### src/rtl/if_stage_ifid.sv
// Instruction-fetch stage and IF/ID pipeline register.
// Fetches from a synchronous instruction memory with a 1-cycle read latency.
// A 1-entry skid buffer holds a response that arrives while decode is stalled.
// An EX redirect flushes the front end. A misaligned redirect target produces a
// single address-error marker slot, and fetch then halts until the next redirect.
module if_stage_ifid #(
  parameter logic [31:0] RESET_PC  = 32'h1c000000,
  parameter logic [31:0] NOP_INSTR = 32'h03400000
) (
  input  logic        clk,
  input  logic        rst,
  output logic        imem_en,
  output logic [31:0] imem_addr,
  input  logic [31:0] imem_rdata,
  input  logic        stall_i,
  input  logic        redirect_i,
  input  logic [31:0] redirect_pc_i,
  output logic [31:0] id_instr_o,
  output logic [31:0] id_pc_o,
  output logic        id_valid_o,
  output logic        id_adef_o
);

  logic [31:0] pc_f;
  logic [31:0] req_pc;
  logic        req_v;
  logic [31:0] skid_instr;
  logic [31:0] skid_pc;
  logic        skid_v;
  logic        halt_q;
  logic        adef_pend;

  logic        issue;
  logic        misaligned;
  logic        ifid_load;
  logic        load_adef;

  // Fetch issue decision and IF/ID load qualifiers.
  // NOTE: each always_comb output gets a default first, so no path can infer a latch.
  always_comb begin
    issue      = 1'b0;
    misaligned = 1'b0;
    ifid_load  = 1'b0;
    load_adef  = 1'b0;
    issue      = ~rst & ~redirect_i & ~halt_q & ~skid_v & ~(stall_i & req_v);
    misaligned = (redirect_pc_i[1:0] != 2'b00);
    ifid_load  = ~redirect_i & ~stall_i;
    load_adef  = ifid_load & ~skid_v & ~req_v & adef_pend;
  end

  assign imem_en   = issue;
  assign imem_addr = pc_f;

  // Fetch PC, outstanding-request tracking and misaligned-target halt.
  // NOTE: sequential state uses non-blocking assignments only, so every block samples pre-edge values.
  always_ff @(posedge clk or posedge rst) begin
    if (rst) begin
      pc_f      <= RESET_PC;
      req_v     <= 1'b0;
      req_pc    <= 32'h0;
      halt_q    <= 1'b0;
      adef_pend <= 1'b0;
    end else if (redirect_i) begin
      pc_f      <= redirect_pc_i;
      req_v     <= 1'b0;
      halt_q    <= misaligned;
      adef_pend <= misaligned;
    end else begin
      if (issue) begin
        pc_f   <= pc_f + 32'd4;
        req_v  <= 1'b1;
        req_pc <= pc_f;
      end else begin
        req_v  <= 1'b0;
      end
      if (load_adef) adef_pend <= 1'b0;
    end
  end

  // Skid buffer: capture the response that arrives while decode is stalled.
  // NOTE: the skid payload is reset along with its valid bit; it is only two words, and a reset keeps the state deterministic.
  always_ff @(posedge clk or posedge rst) begin
    if (rst) begin
      skid_v     <= 1'b0;
      skid_instr <= 32'h0;
      skid_pc    <= 32'h0;
    end else if (redirect_i) begin
      skid_v     <= 1'b0;
    end else if (stall_i) begin
      if (req_v) begin
        skid_v     <= 1'b1;
        skid_instr <= imem_rdata;
        skid_pc    <= req_pc;
      end
    end else if (skid_v) begin
      skid_v     <= 1'b0;
    end
  end

  // IF/ID register: flush on redirect, hold on stall, otherwise load by priority.
  always_ff @(posedge clk or posedge rst) begin
    if (rst) begin
      id_valid_o <= 1'b0;
      id_adef_o  <= 1'b0;
      id_pc_o    <= 32'h0;
      id_instr_o <= NOP_INSTR;
    end else if (redirect_i) begin
      id_valid_o <= 1'b0;
      id_adef_o  <= 1'b0;
      id_instr_o <= NOP_INSTR;
    end else if (ifid_load) begin
      if (skid_v) begin
        id_valid_o <= 1'b1;
        id_adef_o  <= 1'b0;
        id_pc_o    <= skid_pc;
        id_instr_o <= skid_instr;
      end else if (req_v) begin
        id_valid_o <= 1'b1;
        id_adef_o  <= 1'b0;
        id_pc_o    <= req_pc;
        id_instr_o <= imem_rdata;
      end else if (adef_pend) begin
        id_valid_o <= 1'b1;
        id_adef_o  <= 1'b1;
        id_pc_o    <= pc_f;
        id_instr_o <= NOP_INSTR;
      end else begin
        id_valid_o <= 1'b0;
        id_adef_o  <= 1'b0;
        id_instr_o <= NOP_INSTR;
      end
    end
  end

endmodule

### config.mk
export PLATFORM = sky130hd
export DESIGN_NAME = if_stage_ifid
export DESIGN_NICKNAME = d
export VERILOG_FILES = /design/src/rtl/if_stage_ifid.sv
export SDC_FILE = /design/constraint.sdc
export NUM_CORES = 1
export LEC_CHECK = 0
export ABC_AREA = 1
export CORE_MARGIN = 2
export CORE_UTILIZATION = 53
export DETAILED_ROUTE_END_ITERATION = 16
export HOLD_SLACK_MARGIN = 0.1
export PLACE_DENSITY_LB_ADDON = 0.12
export SYNTH_ARGS = -nofsm -noshare
export SYNTH_HDL_FRONTEND = slang
export SYNTH_SLANG_ARGS = --single-unit
### constraint.sdc
create_clock -name clk -period 7 [get_ports clk]
set_clock_uncertainty 0.1 [all_clocks]
set_input_delay 1.05 -clock clk [delete_from_list [all_inputs] [get_ports clk]]
set_output_delay 1.05 -clock clk [all_outputs]
set_load 0.02 [all_outputs]
==> out/metrics.yaml, run 1 <==
worstSetupEndpointType: "flip-flop"
grt_start_max_net_pins: 130
cap_violations: 0
grt_setup_unrepaired: "false"
cts_made_buffers: 17
insertedDiodeCount: 0
synth_nets: 1104
worst_pin_slew_ns: 0.920
ys_ff_latch: 198
required_ns: 7.22
cts_setup_buffers: 0
synth.avg_cell_area_sq_um: 9.05
cts.path.max_buffers: 2
drive_gt1_share_pct: 9.30
synth_edf_count: 0
ys_types: 36
finalWirelength_um: 23400
die_h_um: 137
setup_tns_ns: 0
grt_usage_pct: 26.2
seq_area_frac_synth_pct: 53.0
rr_endpoint: "id_instr_o[30]$_DFFE_PP0P_"
fin_nets: 1239
whs_path_depth: 2
final-hold-violation-count: 0
post_cts_resized: 0
wl_per_cell_um: 16.6
fmax_mhz: 255
grt_overflow_total: 0
grt_pass1_wl_um: 38100
cts_tree: "yes"
post-route-util_pct: 67.0
rr_startpoint: "skid_v$_DFFE_PP0P_"
status: "completed"
ir_drop_uv: 185
crit_fanout: 59
io_pins: 167
finalSetupViolCount: 0
gp_congestion: 0.871
first_pass_iters: 5
placed_cells_incl_taps: 1376
final_area_sq_um: 11600
place_area_sq_um: 11000
grt_pass1_vias: 7419
cts.clk_slew.worst_paths_ns: 0.07
hp-class: "flip-flop to flip-flop"
crit_type: "primary input to flip-flop"
yosys_warnings: 0
worstHoldStart: "skid_pc[1]$_DFFE_PP0P_"
core_sq_um: 17300
via_count: 7580
worst_slack_ns: 3.08
reg2reg_slack_ns: 3.53
cp-start-kind: "primary input"
hpwlAfterDp_um: 15200
h-tree-depth: 4
die_w_um: 137
slew_headroom_pct: 38.5
fin_cells: 1408
cts_num_sinks: 198
clkLatencyLatePin_ns: 0.43
drv_slew: 0
syn2layout_area_growth_pct: 23.8
powerDensity_nw_per_um2: 277
synth_top_cell_by_area: "dfrtp_1"
drcViolationCount: 0
ctsHoldBuffers: 0
pre_cts_slack_ns: 2.60
async_reset_ff_share_pct: 100
dieArea_sq_um: 18700
worstPathArrival_ns: 4.14
syn_inst: 1035
holdPathEnd: "skid_pc[1]$_DFFE_PP0P_"
start_util_pct: 54.1
drt_iter0_markers: 592
yosys-top-cells-area: "dfrtp_1 51%, nand2_1 11%, mux2_4 6.3%"
ctsRootBufferMaster: "clkbuf_16"
synth_top_area_share_pct: 51.3
min_period_ns: 3.92
viasPerCell: 5.38
final_antenna_net_count: 0
reg2reg_depth: 7
synth_ff_type: "dfrtp_1"
fin_crit_sh_pct: 56.0
synth_area_sq_um: 9370
leakage_nw: 5.25
rows: 48
antenna_found_initial: 0
numPortBuffers: 166
metal layers:
layer | vias up | part of all wire, % | GRT usage, %
li1 | 3695 | - | -
met3 | 40 | 5.3 | 3.85
met5 | - | 0 | 0
met2 | 246 | 46 | 42.0
met4 | 0 | 2.2 | 9.16
met1 | 3599 | 46 | 36.6
worst max-delay path by stage:
| stage | cells past startpoint | to | slack (ns) | startpoint |
|---|---|---|---|---|
| global route | 8 | skid_instr[29]$_DFFE_PP0P_ | 2.88 | redirect_i |
| global placement | 8 | skid_instr[30]$_DFFE_PP0P_ | 2.68 | redirect_i |
| CTS | 8 | skid_instr[27]$_DFFE_PP0P_ | 3.06 | redirect_i |
| detailed placement | 8 | skid_instr[27]$_DFFE_PP0P_ | 2.60 | redirect_i |
| floorplan | 1 | adef_pend$_DFFE_PP0P_ | 0.46 | rst |
| finish | 8 | skid_instr[27]$_DFFE_PP0P_ | 3.08 | redirect_i |
layout by cell type, fill, tap and decap left out, types with 2 or more instances in the layout:
master,instances
o21ai_0,70
xnor2_1,2
nand3_1,42
inv_6,4
o21ai_1,42
clkinvlp_4,5
clkinv_4,2
a21oi_1,25
mux2_4,39
dfrtp_1,191
buf_4,6
a22oi_1,51
clkbuf_8,2
nand2_1,283
nor2_2,6
nand2_2,6
dfstp_2,6
o22a_1,3
a31oi_1,22
nor2_1,80
inv_2,4
inv_1,73
nand3b_1,11
clkdlybuf4s50_1,166
nor2_4,5
clkbuf_16,17
o211ai_1,6
power by group:
group	total [mW]	internal, mW	switching, mW	leakage (nW)
logic	0.726	0.360	0.366	2.53
registers	1.54	1.37	0.163	2.46
clock network	0.950	0.515	0.434	0.266
cell type report:
cell class / count / area [sq um]
clock buffer: 20 / 457
clock inverter: 12 / 120
fill: 1476 / 5700
inverter: 80 / 310
multi-input combinational: 701 / 3750
sequential: 198 / 4960
tap: 225 / 282
timing repair buffer: 172 / 1710
synth_stat cells, types with 10 or more instances:
| master | instances |
|---|---|
| a31oi_1 | 22 |
| mux2_4 | 39 |
| o21ai_0 | 70 |
| nor2_1 | 80 |
| dfrtp_1 | 192 |
| clkbuf_1 | 17 |
| buf_6 | 10 |
| buf_4 | 10 |
| nand3_1 | 42 |
| nand2_1 | 283 |
| o21ai_1 | 42 |
| a21oi_1 | 25 |
| buf_2 | 17 |
| nand3b_1 | 11 |
| inv_1 | 74 |
| a22oi_1 | 51 |
registers in the layout, summed over array words and instances (netlist names), 32 cells and up:
| name | flops |
|---|---|
| id_instr_o | 32 |
| id_pc_o | 32 |
| imem_addr | 32 |
| req_pc | 32 |
| skid_instr | 32 |
| skid_pc | 32 |
critical path, cell delays in order:
cell	delay, ns
clkdlybuf4s50_1	0.46
buf_4	0.40
inv_2	0.27
nand2_2	0.19
inv_4	0.17
nand2_4	0.65
buf_4	0.55
mux2_4	0.35
metrics by stage:
step	power [mW]	hold slack [ns]
2_1_floorplan	1.97	0.342
3_3_place_gp	2.26	0.363
3_5_place_dp	2.28	0.365
4_1_cts	3.23	0.381
5_1_grt	3.38	0.409
6_report	3.21	0.381
logic make-up (layout without fill, tap and decap cells):
| family | after synthesis | in the layout | share of synthesized area (%) |
|---|---|---|---|
| buffers and inverters | 136 | 284 | 6.92 |
| adders and majority gates | 1 | 1 | 0.134 |
| and+or+nand+nor | 439 | 439 | 19.8 |
| DFF | 198 | 198 | 53.0 |
| AOI/OAI and AO/OA | 219 | 219 | 13.6 |
| xor gates and xnor gates | 3 | 3 | 0.281 |
| muxes | 39 | 39 | 6.25 |
No activity file was read; power rests on OpenSTA's default activity.
==> run 2: changes to the inputs <==
- clock period: 7 -> 4 ns (I/O delays scaled with it)
==> run 2 against run 1 <==
  * Die area unchanged
  * Clock-buffer cell count decreased by 2
  * Sequential share of layout area shrank 0.61 points
  * Final area is 1.4% higher
  * Non-clock buffer count grew 14
  * Global-route usage up 1.2 points
  * Clock power increased by 88%
  * Setup slack lost 2.1 ns
  * Total power up 80%
  * Wire length increased by 5.1%
  * Sequential cell count did not move
  * Register-to-register slack got worse by 2.3 ns
  * Critical path type is now primary input to output port
==> out/metrics.yaml, run 2 (synthesized netlist as in run 1, its figures left out) <==
status: "completed"  # unchanged
whs_path_depth: 2  # unchanged
crit_top_cell: "clkdlybuf4s50_1"  # was buf_4
drv_slew: 0  # unchanged
holdPathEnd: "id_valid_o$_DFFE_PP0P_"  # was skid_pc[1]$_DFFE_PP0P_
clkLatencyLatePin_ns: 0.44  # was 0.43 ns
reg2reg_slack_ns: 1.27  # was 3.53 ns
grt_usage_pct: 27.5  # was 26.2%
hp-class: "flip-flop to flip-flop"  # unchanged
crit_chain: "clkdlybuf4s50_1, nand2_1, nand3_4, inv_1, clkdlybuf4s50_1"  # was clkdlybuf4s50_1, buf_4, inv_2, nand2_2, inv_4, nand2_4, buf_4, mux2_4
die_h_um: 137  # unchanged
die_w_um: 137  # unchanged
powerDensity_nw_per_um2: 492  # was 277 nW/um^2
total_power_mw: 5.78  # was 3.21 mW
core_sq_um: 17300  # unchanged
cp-start-kind: "primary input"  # unchanged
h-tree-depth: 4  # unchanged
reg2reg_depth: 7  # unchanged
crit_type: "primary input to output port"  # was primary input to flip-flop
viasPerCell: 5.50  # was 5.38
cts_made_buffers: 17  # unchanged
ctsRootBufferMaster: "clkbuf_16"  # unchanged
crit_buf_inv: 3  # was 5
rr_startpoint: "skid_v$_DFFE_PP0P_"  # unchanged
switching_share_pct: 30.2  # was 30.0%
p_switching_mw: 1.75  # was 0.963 mW
wl_per_cell_um: 17.3  # was 16.6 um
required_ns: 3.30  # was 7.22 ns
drive_gt1_share_pct: 10.4  # was 9.30%
ir_drop_uv: 332  # was 185 uV
crit_fanout: 27  # was 59
grt_overflow_total: 0  # unchanged
final_antenna_net_count: 0  # unchanged
cts.clk_slew.worst_paths_ns: 0.07  # about the same
first_pass_iters: 6  # was 5
post_cts_resized: 0  # unchanged
slew_headroom_pct: 44.9  # was 38.5%
hpwlAfterDp_um: 16500  # was 15200 um
dieArea_sq_um: 18700  # unchanged
leakage_nw: 5.34  # was 5.25 nW
finalWirelength_um: 24600  # was 23400 um
grt_setup_unrepaired: "false"  # unchanged
post-route-util_pct: 68.0  # was 67.0%
crit_path_top_delay_cell: "clkdlybuf4s50_1"  # was nand2_4
drt_iter0_markers: 630  # was 592
worst_pin_slew_ns: 0.826  # was 0.920 ns
comb_power_share_pct: 22.3  # was 22.6%
cts.path.max_buffers: 2  # unchanged
power_frac_seq_pct: 46.7  # was 47.8%
grt_start_max_net_pins: 62  # was 130
final-hold-violation-count: 0  # unchanged
cpPeakStageDelay_ns: 0.60  # was 0.65 ns
finalSetupViolCount: 0  # unchanged
ctsHoldBuffers: 0  # unchanged
fin_nets: 1253  # was 1239
fin_crit_sh_pct: 76.0
cts_num_sinks: 198  # unchanged
start_util_pct: 54.1  # unchanged
setup_tns_ns: 0  # unchanged
p_clk_share_pct: 30.9  # was 29.6%
min_period_ns: 3.04
insertedDiodeCount: 0  # unchanged
worstSetupEndpointType: "output port"  # was flip-flop
via_count: 7815  # was 7580
worstHoldStart: "id_valid_o$_DFFE_PP0P_"  # was skid_pc[1]$_DFFE_PP0P_
hold_ws_ns: 0.383  # was 0.381 ns
grt_pass1_vias: 7634  # was 7419
cpLargestDelayFamily: "buffers and inverters"  # unchanged
final_common_cell: "nand2_1"  # unchanged
cts_setup_buffers: 0  # unchanged
gp_congestion: 0.904  # was 0.871
syn2layout_area_growth_pct: 25.6  # was 23.8%
fmax_mhz: 329
worstPathArrival_ns: 2.34  # was 4.14 ns
io_pins: 167  # unchanged
numPortBuffers: 166  # unchanged
mostFrequentLayoutCells: "283 x nand2_1, 191 x dfrtp_1, 166 x clkdlybuf4s50_1"  # unchanged
antenna_found_initial: 0  # unchanged
cts_tree: "yes"  # unchanged
drcViolationCount: 0  # unchanged
internal_power_mw: 4.04  # was 2.25 mW
rows: 48  # unchanged
cap_violations: 0  # unchanged
grt_pass1_wl_um: 39700  # was 38100 um
rr_endpoint: "imem_addr[7]$_DFFE_PP0P_"  # was id_instr_o[30]$_DFFE_PP0P_
## run 2: cell count changes in the layout (fill, tap and decap cells not counted)
cell	previous run	this run
clkinv_2	0	1
buf_4	6	17
clkinvlp_4	5	6
clkbuf_8	2	0
inv_6	4	3
bufinv_16	1	3
buf_12	0	3
inv_8	1	0
## run 2: worst max-delay path by stage
stage	slack (ns)	end	cells after the start	startpoint
3_3_place_gp	0.80	skid_pc[18]$_DFFE_PP0P_	8	redirect_i
2_1_floorplan	0.74	adef_pend$_DFFE_PP0P_	1	rst
4_1_cts	0.96	imem_en	5	stall_i
3_5_place_dp	0.78	skid_pc[15]$_DFFE_PP0P_	8	redirect_i
6_report	0.96	imem_en	5	stall_i
5_1_grt	0.86	imem_en	4	skid_v$_DFFE_PP0P_
## run 2: layout make-up
cell class | count | area [sq um]
inverters | 80 | 307
multi-input cells | 701 | 3750
flip-flops and latches | 198 | 4960
clock inverters | 14 | 176
well taps | 225 | 282
repair buffers | 186 | 1850
fillers | 1423 | 5540
clock buffers | 18 | 429
## run 2: metrics by stage
| stage | cell area [sq um] | cells | setup slack, ns |
|---|---|---|---|
| after detailed placement | 11200 | 1390 | 0.783 |
| after CTS | 11800 | 1422 | 0.961 |
| after floorplan | 9370 | 1035 | 0.745 |
| final | 11800 | 1422 | 0.961 |
| after global routing | 11800 | 1422 | 0.858 |
| after global placement | 11200 | 1390 | 0.805 |
## run 2: tightest hold or removal path, delay by kind of cell, from the launching register on
family | cells | cell delay [ns]
simple gates | 2 | 0.10
flops | 1 | 0.34
## run 2: power groups by stage
stage | Combinational [mW] | Clock, mW | Sequential, mW
2_1_floorplan | 0.643 | 0 | 2.81
5_1_grt | 1.42 | 1.89 | 2.75
3_3_place_gp | 1.26 | 0 | 2.72
6_report | 1.29 | 1.79 | 2.70
4_1_cts | 1.30 | 1.80 | 2.70
3_5_place_dp | 1.29 | 0 | 2.73
## run 2: metal layers
metal / wire [um] / track usage (%)
met2: 11700 / 44.3
met4: 331 / 7.50
met1: 11100 / 38.3
met5: 0 / 0
met3: 1460 / 4.96
